===== src/rtl/spi_mem_rr_arbiter.sv =====
// Round-robin arbiter for the shared SPI memory master: registered one-hot grant with a one-cycle gap per hand-off.
// Optional hold-time preemption is enabled by defining SPI_MEM_ARB_TIMEOUT_EN.
module spi_mem_rr_arbiter #(
  parameter int NUM_CH   = 4,
  parameter int HOLD_MAX = 64,
  parameter int IDX_W    = $clog2(NUM_CH)
) (
  input  logic              clk,
  input  logic              rst_n,
  input  logic [NUM_CH-1:0] req,
  output logic [NUM_CH-1:0] grant,
  output logic              grant_valid,
  output logic [IDX_W-1:0]  grant_idx,
  output logic              preempt
);

  typedef enum logic [1:0] {
    ST_IDLE  = 2'd0,
    ST_GRANT = 2'd1,
    ST_GAP   = 2'd2
  } state_e;

  state_e              state_q, state_d;
  logic [NUM_CH-1:0]   grant_q, grant_d;
  logic                grant_valid_q;
  logic [IDX_W-1:0]    grant_idx_q, idx_d;
  logic [IDX_W-1:0]    last_q, last_d;
  logic                pick_vld_s;
  logic [IDX_W-1:0]    pick_idx_s;
  logic [IDX_W-1:0]    cand_s;

`ifdef SPI_MEM_ARB_TIMEOUT_EN
  localparam int HOLD_W = $clog2(HOLD_MAX + 1);
  logic [HOLD_W-1:0]   hold_q, hold_d;
  logic                preempt_q, preempt_d;
  logic                timeout_s;

  // Revoke once the owner has used its budget and someone else is waiting.
  assign timeout_s = (hold_q >= HOLD_W'(HOLD_MAX - 1)) && (|(req & ~grant_q));
`endif

  // Search from last+1 upward with wrap, so the previous owner is considered last.
  always_comb begin
    pick_vld_s = 1'b0;
    pick_idx_s = {IDX_W{1'b0}};
    cand_s     = {IDX_W{1'b0}};
    for (int i = 1; i <= NUM_CH; i++) begin
      cand_s = IDX_W'((int'(last_q) + i) % NUM_CH);
      if (!pick_vld_s && req[cand_s]) begin
        pick_vld_s = 1'b1;
        pick_idx_s = cand_s;
      end else begin
        pick_vld_s = pick_vld_s;
      end
    end
  end

  // Next-state and next-output logic of the arbitration FSM.
  always_comb begin
    state_d = state_q;
    grant_d = grant_q;
    idx_d   = grant_idx_q;
    last_d  = last_q;
`ifdef SPI_MEM_ARB_TIMEOUT_EN
    hold_d    = hold_q;
    preempt_d = 1'b0;
`endif
    case (state_q)
      ST_IDLE, ST_GAP: begin
        if (pick_vld_s) begin
          state_d = ST_GRANT;
          grant_d = {{(NUM_CH-1){1'b0}}, 1'b1} << pick_idx_s;
          idx_d   = pick_idx_s;
          last_d  = pick_idx_s;
`ifdef SPI_MEM_ARB_TIMEOUT_EN
          hold_d  = {HOLD_W{1'b0}};
`endif
        end else begin
          state_d = ST_IDLE;
          grant_d = {NUM_CH{1'b0}};
        end
      end
      ST_GRANT: begin
        if (!req[grant_idx_q]) begin
          state_d = ST_GAP;
          grant_d = {NUM_CH{1'b0}};
        end
`ifdef SPI_MEM_ARB_TIMEOUT_EN
        else if (timeout_s) begin
          state_d   = ST_GAP;
          grant_d   = {NUM_CH{1'b0}};
          preempt_d = 1'b1;
        end else begin
          state_d = ST_GRANT;
          hold_d  = (hold_q == HOLD_W'(HOLD_MAX)) ? hold_q : hold_q + HOLD_W'(1);
        end
`else
        else begin
          state_d = ST_GRANT;
        end
`endif
      end
      default: begin
        state_d = ST_IDLE;
        grant_d = {NUM_CH{1'b0}};
      end
    endcase
  end

  // State and registered outputs; grant, valid and index update on the same edge.
  always_ff @(posedge clk or negedge rst_n) begin
    if (!rst_n) begin
      state_q       <= ST_IDLE;
      grant_q       <= {NUM_CH{1'b0}};
      grant_valid_q <= 1'b0;
      grant_idx_q   <= {IDX_W{1'b0}};
      last_q        <= IDX_W'(NUM_CH - 1);
    end else begin
      state_q       <= state_d;
      grant_q       <= grant_d;
      grant_valid_q <= |grant_d;
      grant_idx_q   <= idx_d;
      last_q        <= last_d;
    end
  end

`ifdef SPI_MEM_ARB_TIMEOUT_EN
  // Hold counter and preempt pulse register.
  always_ff @(posedge clk or negedge rst_n) begin
    if (!rst_n) begin
      hold_q    <= {HOLD_W{1'b0}};
      preempt_q <= 1'b0;
    end else begin
      hold_q    <= hold_d;
      preempt_q <= preempt_d;
    end
  end

  assign preempt = preempt_q;
`else
  assign preempt = 1'b0;
`endif

  assign grant       = grant_q;
  assign grant_valid = grant_valid_q;
  assign grant_idx   = grant_idx_q;

endmodule


===== config.mk =====
export PLATFORM = sky130hd
export DESIGN_NAME = spi_mem_rr_arbiter
export DESIGN_NICKNAME = d
export VERILOG_FILES = /design/src/rtl/spi_mem_rr_arbiter.sv
export SDC_FILE = /design/constraint.sdc
export NUM_CORES = 1
export LEC_CHECK = 0
export BUFFER_PORTS_ARGS = -buffer_cell sky130_fd_sc_hd__buf_2
export CELL_PAD_IN_SITES_DETAIL_PLACEMENT = 0
export CELL_PAD_IN_SITES_GLOBAL_PLACEMENT = 1
export CORE_AREA = 2 2 41 43
export DETAILED_ROUTE_END_ITERATION = 7
export DIE_AREA = 0 0 43 45
export PLACE_DENSITY_LB_ADDON = 0.1
export SLEW_MARGIN = 15
export SYNTH_ARGS = -nofsm -noshare
export SYNTH_HDL_FRONTEND = slang
export SYNTH_SLANG_ARGS = --single-unit

===== constraint.sdc =====
create_clock -name clk -period 4.4 [get_ports clk]
set_input_delay 0.88 -clock clk [delete_from_list [all_inputs] [get_ports clk]]
set_output_delay 0.88 -clock clk [all_outputs]
set_load 0.02 [all_outputs]

==> results.md, run 1 <==
* Status: finished clean
* First-pass GRT wire length at 2.00 mm
* Final Hold Fails at 0
* Slew HR at 62.6%
* I/O pin count at 14
* TNS Setup at 0 ns
* Routed vias/inst at 5.48
* Register bit total from synthesis at 11
* Crit-path max FO at 5
* HP Class: in2async
* Clk pwr share at 14.3%
* Routed wire length at 1.14 mm
* Routed WL per cell at 13.7 um
* Proportion of synthesized area in mux cells at 4.17%
* Register share of total power at 39.8%
* Leakage at 0.309 nW
* Grt ovf at 0
* Commonest non-fill, non-tap cell in the layout: buf_2
* Main combinational cell family by area after synthesis: compound AO/OA/AOI/OAI gates
* Async S/R FF share, synth at 100%
* TritonCTS buffer count at 3
* Die area at 0.00194 mm^2
* Max Cap Viol at 0
* Tot Pwr at 0.491 mW
* Max Fclk at 0.552 GHz
* RSZ-0062 raised after global routing: no
* Layout cells sized above 1 at 35.8%
* Via count of the routed design at 455
* Post-Synth XOR/XNOR Area at 0%
* Starting Density at 36.7%
* Worst path cell trace: buf_2 > mux4_2 > and2_4 > o21a_1 > a21oi_2 > nand4b_1
* Switch Pwr at 0.201 mW
* CP required at 4.55 ns
* Antenna Nets Post-Route at 0
* Int Power at 0.290 mW
* GPL Wtd Cong at 0.785
* Post-synth EDFFs at 0
* H-tree Lvls at 1
* Post-synthesis cell count at 52
* Slew Viols, Final at 0
* Actual slew at the worst max-slew pin at 0.561 ns
* Net switching share of the total power at 40.9%
* Reg2reg setup slack at 2.79 ns
* Synth unique cells at 27
* Clk_lat worst skew at 0.27 ns
* Peak VDD IR at 0.000278 V
* Utilization after layout at 43.5%
* Synth warn at 0
* Die span in x at 43 um
* CORE AREA at 0.00147 mm^2
* CP Capture Type: flop
* Ys flop type: dfrtp_1
* Minimum clock period at 1.81 ns
* TritonRoute pass-1 iters at 4
* Ant diodes at 0
* Clock Sinks at 11
* Post-DP HPWL at 839 um
* Clock buffer depth at 2
* Critical path arrival at 1.97 ns
* Complex-gate fraction of the synthesized area at 20.8%
* Setup Buffers After CTS at 0
* Largest net degree at the start of global routing at 12
* Fin cells at 83
* Drt initial violations at 11
* Crit-path slowest cell: mux4_2
* Number of global-route vias before repair at 451
* CTS tree: done
* Sequential share of the synthesized area at 51.4%
* Placed Cells at 79
* Cts hold-fix bufs at 0
* Synth Cell Area at 541 um^2
* Post-route DRC at 0
* Setup violators final at 0
* Skew final at 0.00341 ns
* Synth Area in Simple Gates at 20.8%
* Initial antenna violation count at 0
* Avg Inst Size Synth at 10.4 um^2
* All-Layer GR Usage at 14.2%
* Fin crit share at 41.2%
* Clk pin slew, worst setup/hold paths at 0.07 ns
* Port bufs at 12
* Clk Tree Root Cell: clkbuf_4
* Most frequent cells in the layout: 12 x buf_2, 9 x dfrtp_1, 8 x nand2_1
* NumNets Final at 74
* Fin area at 639 um^2
* Adder-cell share of the synthesized area at 0%
* Crit Path Class: in2reg
* PostCTS Resize Cnt at 0
* Logic pwr share at 46.0%
* CP max stage delay at 0.49 ns
* FP Rows at 14
* Syn Nets at 58
* PD cells at 769 mW/mm^2
* Dpl cell area at 613 um^2
* Area Overhead vs Synth at 18.3%
* Startpoint Class: input pin
* Die height at 45 um
## final cells by class
type                    instances  area [um^2]
repair buffers                 12         60.1
well taps                      16         20.0
clock buffers                   4         26.3
flip-flops and latches         11          278
multi-input cells              39          251
inverters                       1         3.75
fillers                       156          832
## power groups by stage
stage	Clock, mW	Sequential (mW)	Combinational (mW)
after floorplan	0	0.226	0.132
after global placement	0	0.198	0.228
after detailed placement	0	0.197	0.227
after CTS	0.0717	0.196	0.229
after global routing	0.0756	0.203	0.252
final	0.0702	0.195	0.226
## final timing paths
| path | depth (start not counted) | end | start |
|---|---|---|---|
| worst min-delay path | 1 | state_q[1] | rst_n |
| max in group asynchronous | 1 | last_q[1] | rst_n |
| worst max register to register | 4 | grant_idx[1] | last_q[1] |
| min in group clk | 2 | grant[2] | grant[2] |
| worst min register to register | 2 | grant[2] | grant[2] |
| worst max-delay path | 6 | grant_valid | req[3] |
## metrics by stage
step	setup WS, ns	hold slack [ns]
floorplan	2.48	0.487
global placement	2.30	0.497
detailed placement	2.30	0.504
CTS	2.59	0.468
global route	2.50	0.480
finish	2.59	0.462
## critical path, delay by kind of cell
kind	cells	cell delay [ns]
AND/OR/NAND/NOR	2	0.27
multiplexers	1	0.49
buffers and inverters	1	0.13
AO/OA/AOI/OAI	2	0.19
## routing by layer
metal | vias up | share of wire (%) | track usage [%]
met5 | - | 0 | 0
met4 | 0 | 0.70 | 6.06
met3 | 2 | 6.2 | 4.80
met2 | 18 | 47 | 23.0
met1 | 222 | 46 | 17.6
li1 | 213 | - | -
## registers in the layout (all words and copies together), names as in the netlist
signal and count:
grant_valid 1, state_q 2, grant_idx 2, grant 4
last_q 2
## cells by family (layout without fill, tap and decap cells)
| kind of cell | count (synthesis) | in the layout |
|---|---|---|
| AOI/OAI and AO/OA | 16 | 16 |
| buffers and inverters | 2 | 17 |
| DFF | 11 | 11 |
| muxes | 1 | 1 |
| other | 1 | 1 |
| and+or+nand+nor | 21 | 21 |
## synthesized netlist by cell type, drive strengths merged (2+ instances only)
cell | n | share of area (%)
dfrtp | 9 | 42
a21o | 3 | 4.4
o21a | 2 | 2.8
and2b | 2 | 3.2
nor2 | 3 | 2.1
o21ai | 2 | 1.9
nand2b | 2 | 2.3
nand2 | 8 | 5.6
a21oi | 4 | 4.4
dfstp | 2 | 9.7
(Power assumes the default switching activity.)
==> inputs of run 2 (changes only) <==
Settings changed: CORE_AREA 2 2 41 43 to 2 2 44 46, DIE_AREA 0 0 43 45 to 0 0 46 48.
Clock period 4.4 ns to 1.5 ns, I/O delays scaled along.
==> run 2 against run 1 <==
First-iteration DRC count shrank 9.1%. Clock power grew to 2.9 times the previous value. Clock skew decreased by 0.0017 ns. Non-clock buffer count increased by 12. Via count up 6.4%. Critical path type is now reg2reg. Largest power group unchanged. Sequential power grew to 2.9 times the previous value. Core utilization grew 1.4 points.
==> results.md, run 2 (synthesized netlist as in run 1, its figures left out) <==
* Status: finished clean
* Post-DP HPWL at 996 um
* Post-route DRC at 0
* Crit-path slowest cell: mux4_2
* Setup violators final at 0
* Antenna Nets Post-Route at 0
* Register share of total power at 34.7%
* Clk pwr share at 12.3%
* Worst path cell trace: mux4_2 > and2_4 > o21a_1 > a21oi_2 > nand4b_1
* Storage element area at 279 um^2
* All-Layer GR Usage at 13.0%
* Die height at 48 um
* Critical path arrival at 1.62 ns
* GPL Wtd Cong at 0.713
* Multi-input logic area at 274 um^2
* Logic pwr share at 53.1%
* CORE AREA at 0.00169 mm^2
* Drt initial violations at 10
* Port bufs at 12
* Startpoint Class: flop
* Final Hold Fails at 0
* Slew Viols, Final at 0
* Peak VDD IR at 0.000643 V
* Crit Path Class: reg2reg
* HP Class: in2async
* Number of global-route vias before repair at 444
* Placed Cells at 90
* Worst Hold Slack at 0.422 ns
* Critical Path Stages at 5
* Ant diodes at 0
* Starting Density at 32.0%
* Largest net degree at the start of global routing at 12
* Max Fclk at 0.677 GHz
* Fin crit share at 98.5%
* Routed wire length at 1.25 mm
* I/O pin count at 14
* CP Capture Type: flop
* TritonRoute pass-1 iters at 4
* Most frequent cells in the layout: 12 x buf_2, 11 x buf_4, 8 x nand2_1, 8 x dfrtp_1, 3 x clkbuf_4
* Clk pin slew, worst setup/hold paths at 0.07 ns
* Net switching share of the total power at 39.3%
* Final setup margin at 0.0232 ns
* PD cells at 2190 mW/mm^2
* Utilization after layout at 44.8%
* CTS tree: done
* Minimum clock period at 1.48 ns
* Fillers at 171
* Crit-path max FO at 5
* TritonCTS buffer count at 3
* Commonest non-fill, non-tap cell in the layout: buf_2
* Actual slew at the worst max-slew pin at 0.511 ns
* Fin cells at 96
* Slew HR at 65.9%
* Layout cells sized above 1 at 51.9%
* Buf/Inv on CP at 0
* Skew final at 0.00170 ns
* Int Power at 1.01 mW
* Grt ovf at 0
* First-pass GRT wire length at 1.99 mm
* Clk_lat worst skew at 0.27 ns
* Die area at 0.00221 mm^2
* CP required at 1.65 ns
* FP Rows at 15
* Die span in x at 46 um
* Leakage at 0.370 nW
* Routed vias/inst at 5.04
* Via count of the routed design at 484
* Clock buffer depth at 2
* CP max stage delay at 0.50 ns
* DP Worst Slack at -0.0506 ns
* Switch Pwr at 0.651 mW
* NumNets Final at 86
* Routed WL per cell at 13.0 um
* Initial antenna violation count at 0
* Clk Tree Root Cell: clkbuf_4
* Crit path max-delay family: multiplexers
* Clock Sinks at 11
* RSZ-0062 raised after global routing: yes
* Area Overhead vs Synth at 40.0%
* H-tree Lvls at 1
* Max Cap Viol at 0
* FF-to-FF path depth at 5
* Max reg flops at 4
## run 2: per-layer routing
layer,global-route usage (%),up-vias,wire [um]
met5,0,-,0
met4,6.86,0,9
met3,3.40,2,44
met2,19.4,11,594
met1,17.1,232,597
li1,-,239,-
## run 2: path summary, 6_finish.rpt
kind,startpoint,end,slack [ns]
setup / recovery,grant_idx[1],grant_valid,0.02
hold / removal,rst_n,state_q[1],0.42
setup reg to reg,grant_idx[1],grant_valid,0.02
hold reg to reg,grant[1],grant[1],0.52
max in group asynchronous,rst_n,last_q[1],0.81
min in group clk,grant[1],grant[1],0.52
## run 2: cell type report
class | count | share of cell area (%)
clock buffers | 4 | 3.47
inverters | 1 | 0.496
repair buffers | 24 | 20.2
well taps | 17 | 2.81
flip-flops and latches | 11 | 36.9
multi-input cells | 39 | 36.2
## run 2: power groups by stage
stage               combinational (mW)  sequential [mW]  clock, mW
floorplan                        0.388            0.664          0
global placement                 0.835            0.573          0
detailed placement               0.831            0.575          0
CTS                              0.858            0.572      0.209
global route                     0.966            0.592      0.236
finish                           0.881            0.575      0.203
## run 2: what timing repair did
item / in CTS / in global routing
hold endpoints to repair: 9 / 0
gates resized for setup: 3 / 2
buffers inserted: 0 / 1
pin swaps: 1 / 2
hold buffers: 1 / 0
setup endpoints to repair: 6 / 5
## run 2: through the flow
step	TNS, ns	power [mW]	cell area (um^2)
final	0	1.66	757
after global routing	-0.0607	1.79	757
after CTS	0	1.64	741
after detailed placement	-0.159	1.41	691
after global placement	-0.318	1.41	691
after floorplan	-0.0203	1.05	542
